**src/rtl/rv32_ctrl_pkg.sv**
```systemverilog
// Shared encodings for the RV32I single-cycle control unit: opcodes,
// ALU control codes, immediate formats, writeback selects and ALU op classes.
package rv32_ctrl_pkg;

    localparam logic [6:0] OP_LOAD   = 7'b0000011;
    localparam logic [6:0] OP_STORE  = 7'b0100011;
    localparam logic [6:0] OP_RTYPE  = 7'b0110011;
    localparam logic [6:0] OP_IALU   = 7'b0010011;
    localparam logic [6:0] OP_BRANCH = 7'b1100011;
    localparam logic [6:0] OP_JAL    = 7'b1101111;

    localparam logic [6:0] FUNC7_BASE = 7'b0000000;
    localparam logic [6:0] FUNC7_ALT  = 7'b0100000;

    localparam logic [2:0] F3_ADD_SUB = 3'b000;
    localparam logic [2:0] F3_SLT     = 3'b010;
    localparam logic [2:0] F3_XOR     = 3'b100;
    localparam logic [2:0] F3_OR      = 3'b110;
    localparam logic [2:0] F3_AND     = 3'b111;
    localparam logic [2:0] F3_BEQ     = 3'b000;

    typedef enum logic [2:0] {
        ALU_ADD = 3'b000,
        ALU_SUB = 3'b001,
        ALU_AND = 3'b010,
        ALU_OR  = 3'b011,
        ALU_XOR = 3'b100,
        ALU_SLT = 3'b101
    } alu_ctrl_e;

    typedef enum logic [2:0] {
        IMM_I = 3'b000,
        IMM_S = 3'b001,
        IMM_B = 3'b010,
        IMM_J = 3'b011,
        IMM_U = 3'b100
    } imm_type_e;

    typedef enum logic [1:0] {
        RES_ALU = 2'b00,
        RES_MEM = 2'b01,
        RES_PC4 = 2'b10
    } result_src_e;

    typedef enum logic [1:0] {
        ALUOP_ADD  = 2'b00,
        ALUOP_SUB  = 2'b01,
        ALUOP_FUNC = 2'b10
    } alu_op_e;

endpackage

```
**src/rtl/alu_decoder.sv**
```systemverilog
// Second-level ALU decode: turns the main decoder's ALU op class plus
// func3/func7[5] into the ALU control code and flags unsupported funct3 values.
module alu_decoder
    import rv32_ctrl_pkg::*;
(
    input  alu_op_e    alu_op,
    input  logic [2:0] func3,
    input  logic       func7_5,
    input  logic       op_code_5,
    output logic [2:0] alu_control,
    output logic       alu_illegal
);

    always_comb begin
        alu_control = ALU_ADD;
        alu_illegal = 1'b0;
        case (alu_op)
            ALUOP_ADD: alu_control = ALU_ADD;
            ALUOP_SUB: alu_control = ALU_SUB;
            ALUOP_FUNC: begin
                case (func3)
                    // op_code[5] separates R-type from I-ALU, so ADDI never becomes SUB
                    F3_ADD_SUB: alu_control = (op_code_5 && func7_5) ? ALU_SUB : ALU_ADD;
                    F3_SLT:     alu_control = ALU_SLT;
                    F3_XOR:     alu_control = ALU_XOR;
                    F3_OR:      alu_control = ALU_OR;
                    F3_AND:     alu_control = ALU_AND;
                    default: begin
                        alu_control = ALU_ADD;
                        alu_illegal = 1'b1;
                    end
                endcase
            end
            default: begin
                alu_control = ALU_ADD;
                alu_illegal = 1'b0;
            end
        endcase
    end

endmodule

```
**src/rtl/control_unit.sv**
```systemverilog
// Single-cycle RV32I control unit: combinational main decode, branch/jump
// next-PC select, and a run flop that masks architectural writes during reset.
module control_unit
    import rv32_ctrl_pkg::*;
(
    input  logic       clk,
    input  logic       rst_n,
    input  logic [6:0] op_code,
    input  logic [2:0] func3,
    input  logic [6:0] func7,
    input  logic       zero,
    output logic       mem_write,
    output logic       reg_write,
    output logic       alu_source,
    output logic [1:0] result_source,
    output logic [2:0] imm_type,
    output logic [2:0] alu_control,
    output logic       pc_src,
    output logic       illegal_op
);

    logic        run_d;
    logic        run_q;

    logic        dec_mem_write;
    logic        dec_reg_write;
    logic        dec_alu_source;
    result_src_e dec_result_source;
    imm_type_e   dec_imm_type;
    alu_op_e     dec_alu_op;
    logic        dec_branch;
    logic        dec_jump;
    logic        dec_illegal;
    logic        alu_illegal;
    logic        func_illegal;

    always_comb begin
        run_d = 1'b1;
    end

    always_ff @(posedge clk) begin
        if (!rst_n) begin
            run_q <= 1'b0;
        end else begin
            run_q <= run_d;
        end
    end

    always_comb begin
        dec_mem_write     = 1'b0;
        dec_reg_write     = 1'b0;
        dec_alu_source    = 1'b0;
        dec_result_source = RES_ALU;
        dec_imm_type      = IMM_I;
        dec_alu_op        = ALUOP_ADD;
        dec_branch        = 1'b0;
        dec_jump          = 1'b0;
        dec_illegal       = 1'b0;
        case (op_code)
            OP_LOAD: begin
                dec_reg_write     = 1'b1;
                dec_alu_source    = 1'b1;
                dec_result_source = RES_MEM;
            end
            OP_STORE: begin
                dec_mem_write  = 1'b1;
                dec_alu_source = 1'b1;
                dec_imm_type   = IMM_S;
            end
            OP_RTYPE: begin
                dec_reg_write = 1'b1;
                dec_alu_op    = ALUOP_FUNC;
                dec_illegal   = (func7 != FUNC7_BASE) && (func7 != FUNC7_ALT);
            end
            OP_IALU: begin
                dec_reg_write  = 1'b1;
                dec_alu_source = 1'b1;
                dec_alu_op     = ALUOP_FUNC;
            end
            OP_BRANCH: begin
                dec_imm_type = IMM_B;
                dec_alu_op   = ALUOP_SUB;
                dec_branch   = 1'b1;
                dec_illegal  = (func3 != F3_BEQ);
            end
            OP_JAL: begin
                dec_reg_write     = 1'b1;
                dec_result_source = RES_PC4;
                dec_imm_type      = IMM_J;
                dec_jump          = 1'b1;
            end
            default: begin
                dec_illegal = 1'b1;
            end
        endcase
    end

    alu_decoder u_alu_decoder (
        .alu_op      (dec_alu_op),
        .func3       (func3),
        .func7_5     (func7[5]),
        .op_code_5   (op_code[5]),
        .alu_control (alu_control),
        .alu_illegal (alu_illegal)
    );

    // Any illegal encoding must never commit a register write or redirect the PC
    always_comb begin
        func_illegal  = dec_illegal | alu_illegal;
        illegal_op    = func_illegal;
        mem_write     = run_q & dec_mem_write;
        reg_write     = run_q & dec_reg_write & ~func_illegal;
        alu_source    = dec_alu_source;
        result_source = dec_result_source;
        imm_type      = dec_imm_type;
        pc_src        = run_q & (((dec_branch & zero) & ~func_illegal) | dec_jump);
    end

endmodule

```
**config.mk**
```make
export PLATFORM = sky130hd
export DESIGN_NAME = control_unit
export DESIGN_NICKNAME = d
export VERILOG_FILES = /design/src/rtl/rv32_ctrl_pkg.sv /design/src/rtl/alu_decoder.sv /design/src/rtl/control_unit.sv
export SDC_FILE = /design/constraint.sdc
export NUM_CORES = 1
export LEC_CHECK = 0
export ABC_AREA = 1
export BUFFER_PORTS_ARGS = -buffer_cell sky130_fd_sc_hd__buf_2
export CAP_MARGIN = 20
export CORE_AREA = 2 2 39 41
export DETAILED_ROUTE_END_ITERATION = 12
export DIE_AREA = 0 0 41 43
export PLACE_DENSITY = 0.66
export SLEW_MARGIN = 20
export SYNTH_ARGS = -nofsm -noshare
export SYNTH_HDL_FRONTEND = slang
export SYNTH_HIERARCHICAL = 1
export SYNTH_SLANG_ARGS = --single-unit
```
**constraint.sdc**
```tcl
create_clock -name clk -period 3.3 [get_ports clk]
set_clock_uncertainty 0.2 [all_clocks]
set_input_delay 0.33 -clock clk [delete_from_list [all_inputs] [get_ports clk]]
set_output_delay 0.33 -clock clk [all_outputs]
set_load 0.03 [all_outputs]
```
==> out/results.ini, run 1 <==
[die]
die_h_um = 43
die_w_um = 41
fp-row-count = 14
core-area_sq_mm = 0.001384
ios = 33
start_util = 0.2975
dieArea_sq_mm = 0.001763

[sta]
finalCritPeriodShare = 0.7177
setup_viol = 0
fmax_mhz = 422.2
fin_crit_ns = 2.369
rsz0062_at_grt = no
setup_tns_ns = 0
final_hold_viol_count = 0
slew_violations = 0

[global_route]
grt_pass1_vias = 447
antenna_found_initial = 0
grt_remaining_overflow = 0
grt_max_degree = 6
grt_pass1_wl_mm = 1.545
grtUsageTotal = 0.1170

[layout]
largest_reg_flops = 1
nets = 128
instances_no_fill = 120
layout_common_cells = 31 x buf_2, 17 x inv_1, 11 x nor2_1
regMostFlops = run_q
drive_above_1_share = 0.4712
largest_registers = run_q (1)
num_antenna_cells = 0
multi_input_area_sq_um = 299.0
regArea_sq_um = 20.02
area_delta_synth_final_pct = 40.73
nFillCells = 165
final_common_cell = buf_2

[critical_path]
worstPathRequired_ns = 2.77
worstPathCellList = buf_2, inv_2, nand2_2, nor2_4, nand2_2, inv_1, inv_1, ha_1, inv_1, nor3_1, inv_1, nand2_1, inv_1, nand4_1, a21oi_1, buf_2
cp_max_fo = 4
cp-end-kind = output port
max_stage_delay_ns = 0.22
arrival_ns = 1.84
criticalPathCategory = input pin to output port
crit_slowest_cell = ha_1
startpoint_type = input pin
cpMostUsedCell = inv_1

[place]
post-place-cells = 120
place.gp.congestion = 0.7403
io_buffers = 31
dp_hpwl_um = 872.8

[cts]
hold_buffers = 0
cts.clk_slew.worst_paths_ns = 0
cts-resized-gates = 0
cts_setup_buffers = 0

[route]
avgRoutedWirePerCell_um = 7.958
via_per_inst = 4.317
vias = 518
drt_wl_total_um = 955
drtIter0Drc = 1
dr.pass1.iters = 2
antenna_left = 0
post-route-drc-count = 0

[power_and_ir_drop]
pwr_density_cell_mw_per_mm2 = 89.44
p_leak_nw = 0.4111
vdd_ir_drop_max_uv = 54.92

[flow_run]
max-cap-violations = 0

[run_status]
status = completed

[synthesis]
syn_area_sq_um = 411.6
synth-seq-cells = 1
yosys_warnings = 6
synth_top_area_share = 0.1550
synth.top_cells.by_area = inv_1 16%, nor2_1 10%, nand2_1 9.1%
syn-instance-count = 74
syn-num-nets = 96
ys_seq_area_frac = 0.04863
yosys.area.top_type = inv_1
synthDistinctLibCells = 20
syn_avg_cell_area_sq_um = 5.563

[hold_path]
hold_path_depth = 1
hp-class = input pin to flop

report_power, final:
part	leakage, nW	switching (mW)	total [mW]	internal, mW
Combinational	0.403	0.0234	0.0386	0.0152
Sequential	0.00844	0.000178	0.0132	0.0130
Clock	0	0	0	0
Total	0.411	0.0236	0.0518	0.0282
path summary, 6_finish.rpt:
check,start,to
hold / removal,rst_n,run_q
setup / recovery,op_code[4],pc_src
layout make-up:
cell class                      instances  area share
Multi-Input combinational cell         50      0.5162
Timing Repair Buffer                   31      0.2678
Tap cell                               16     0.03456
Sequential cell                         1     0.03456
Inverter                               22      0.1469
critical path: cells and delay by family:
family	cells	cell delay [ns]
buffers and inverters	8	0.73
AO/OA/AOI/OAI	1	0.13
AND/OR/NAND/NOR	6	0.44
adder cells (fa/ha/maj)	1	0.22
logic make-up after synthesis:
family,count (synthesis),share of synthesized area
flip-flops,1,0.04863
adder cells (fa/ha/maj),2,0.06078
AO/OA/AOI/OAI,2,0.02432
buffers and inverters,23,0.2249
other,1,0.009110
AND/OR/NAND/NOR,45,0.6322
cells in the mapped netlist:
cell	n
nor2_4	1
inv_1	17
buf_4	1
nor3_2	2
nand2_1	10
a21oi_1	2
nor2_1	11
dfxtp_1	1
nor2_8	1
conb_1	1
nand4_1	1
nand3_2	3
and3_1	1
nor3_1	3
ha_1	2
nand2_2	5
inv_2	4
nand3_1	6
inv_4	1
nand2_4	1
per-layer routing:
metal	global-route usage	routed length, um
met2	0.2406	503
met1	0.1270	373
met3	0	78
met5	0	0
met4	0	0
per-stage QoR:
stage	utilization	setup WS [ns]	instance area, sq um	hold WS (ns)	power (mW)
floorplan	-	0.9414	411.6	0.1577	0.03504
global placement	0.4186	0.9539	579.3	0.2324	0.05133
detailed placement	0.4186	0.9183	579.3	0.2343	0.05204
CTS	0.4186	0.9126	579.3	0.2348	0.05219
global route	0.4186	0.6973	579.3	0.2350	0.05684
finish	0.4186	0.9315	579.3	0.2336	0.05181
(Power assumes the default switching activity.)
==> run 2, diff against run 1 <==
Clock period 3.3 ns to 2.4 ns, I/O delays scaled along.
==> run 2 against run 1 <==
Sequential cell count stayed put. Combinational power is 38% higher. Cell count rose by 0.83%. Power grew 38%. Via count down 0.39%. Global-route usage increased by 0.61 points. Sequential power increased by 37%. Final area rose by 1.3%. Hold slack lost 0.089 ns. Critical path depth stayed put. Wire length is 3.6% higher. First-iteration DRC count shrank 100%. Critical path type unchanged. Largest power group unchanged.
==> out/results.ini, run 2 (synthesis gave the netlist of run 1 again) <==
[run_status]
status = completed

[place]
io_buffers = 31
place.gp.congestion = 0.7431
dp_hpwl_um = 916.3
dp_slack_ns = 0.2025

[layout]
multi_input_area_sq_um = 299.0
drive_above_1_share = 0.4762
largest_reg_flops = 1
nets = 129
area_delta_synth_final_pct = 42.55
final_common_cell = buf_2
nFillCells = 155
regArea_sq_um = 20.02
largest_registers = run_q (1)
regMostFlops = run_q
num_antenna_cells = 0
layout_common_cells = 31 x buf_2, 17 x inv_1, 11 x nor2_1

[sta]
slew_violations = 0
rsz0062_at_grt = no
finalCritPeriodShare = 0.9159
fin_crit_ns = 2.198
setup_tns_ns = 0
final_hold_viol_count = 0
setup_viol = 0
fmax_mhz = 454.9
layout_setup_ws_ns = 0.2018

[power_and_ir_drop]
p_leak_nw = 0.4153
pwr_density_cell_mw_per_mm2 = 121.8
vdd_ir_drop_max_uv = 65.44

[global_route]
grt_max_degree = 6
grtUsageTotal = 0.1231
grt_pass1_vias = 465
grt_pass1_wl_mm = 1.628
grt_remaining_overflow = 0
antenna_found_initial = 0

[route]
vias = 516
via_per_inst = 4.264
post-route-drc-count = 0
avgRoutedWirePerCell_um = 8.174
antenna_left = 0
drtIter0Drc = 0
drt_wl_total_um = 989
dr.pass1.iters = 1

[critical_path]
cpMostUsedCell = inv_1
crit_slowest_cell = ha_1
max_stage_delay_ns = 0.21
cp_max_fo = 4
critPathBufInv = 8
criticalPathCategory = input pin to output port
arrival_ns = 1.76
cp-end-kind = output port
worstPathRequired_ns = 1.96
startpoint_type = input pin
crit_family = buffers and inverters
worstPathCellList = buf_2, inv_2, nand2_2, nor2_4, nand2_2, inv_1, inv_1, ha_1, inv_1, nor3_1, inv_1, nand2_1, inv_1, nand4_1, a21oi_1, buf_2

[die]
start_util = 0.2975
die_h_um = 43
fp-row-count = 14
ios = 33
core-area_sq_mm = 0.001384
die_w_um = 41
dieArea_sq_mm = 0.001763

[flow_run]
max-cap-violations = 0

[cts]
cts_setup_buffers = 0
hold_buffers = 0
cts-resized-gates = 0
cts.clk_slew.worst_paths_ns = 0

[hold_path]
hp-class = input pin to flop
hold_path_depth = 1
min_from = rst_n
min_delay_worst_endpoint = run_q

-- run 2: cell count changes in the layout (fill, tap and decap cells not counted) --
cell   previous run  this run
buf_4             0         1
-- run 2: layout make-up --
| type | instances | area share |
|---|---|---|
| sequential | 1 | 0.03412 |
| timing repair buffer | 32 | 0.2772 |
| multi-input combinational | 50 | 0.5096 |
| inverter | 22 | 0.1450 |
| tap | 16 | 0.03412 |
-- run 2: worst max-delay path by stage --
stage / to / from / depth (start not counted) / slack [ns]
floorplan: reg_write / op_code[4] / 14 / 0.22
global placement: pc_src / op_code[4] / 16 / 0.23
detailed placement: pc_src / op_code[4] / 16 / 0.20
CTS: pc_src / op_code[4] / 16 / 0.20
global route: pc_src / op_code[4] / 16 / 0.07
finish: pc_src / op_code[4] / 16 / 0.20
-- run 2: stage by stage --
stage	std cells	hold WS, ns	instance area [sq um]	util	power (mW)
floorplan	74	0.06772	411.6	-	0.04817
global placement	121	0.1422	586.8	0.4241	0.07097
detailed placement	121	0.1468	586.8	0.4241	0.07195
CTS	121	0.1465	586.8	0.4241	0.07227
global route	121	0.1522	586.8	0.4241	0.07906
finish	121	0.1443	586.8	0.4241	0.07146
-- run 2: power by group --
group	internal [mW]	switching, mW	leakage, nW	total (mW)
Clock	0	0	0	0
Sequential	0.0179	0.000187	0.00844	0.0181
Combinational	0.0213	0.0321	0.407	0.0534
-- run 2: layer usage --
layer | global-route usage | vias to the layer above | routed length (um)
li1 | - | 283 | -
met1 | 0.1306 | 215 | 375
met2 | 0.2563 | 18 | 546
met3 | 0 | 0 | 68
met4 | 0 | 0 | 0
met5 | 0 | - | 0
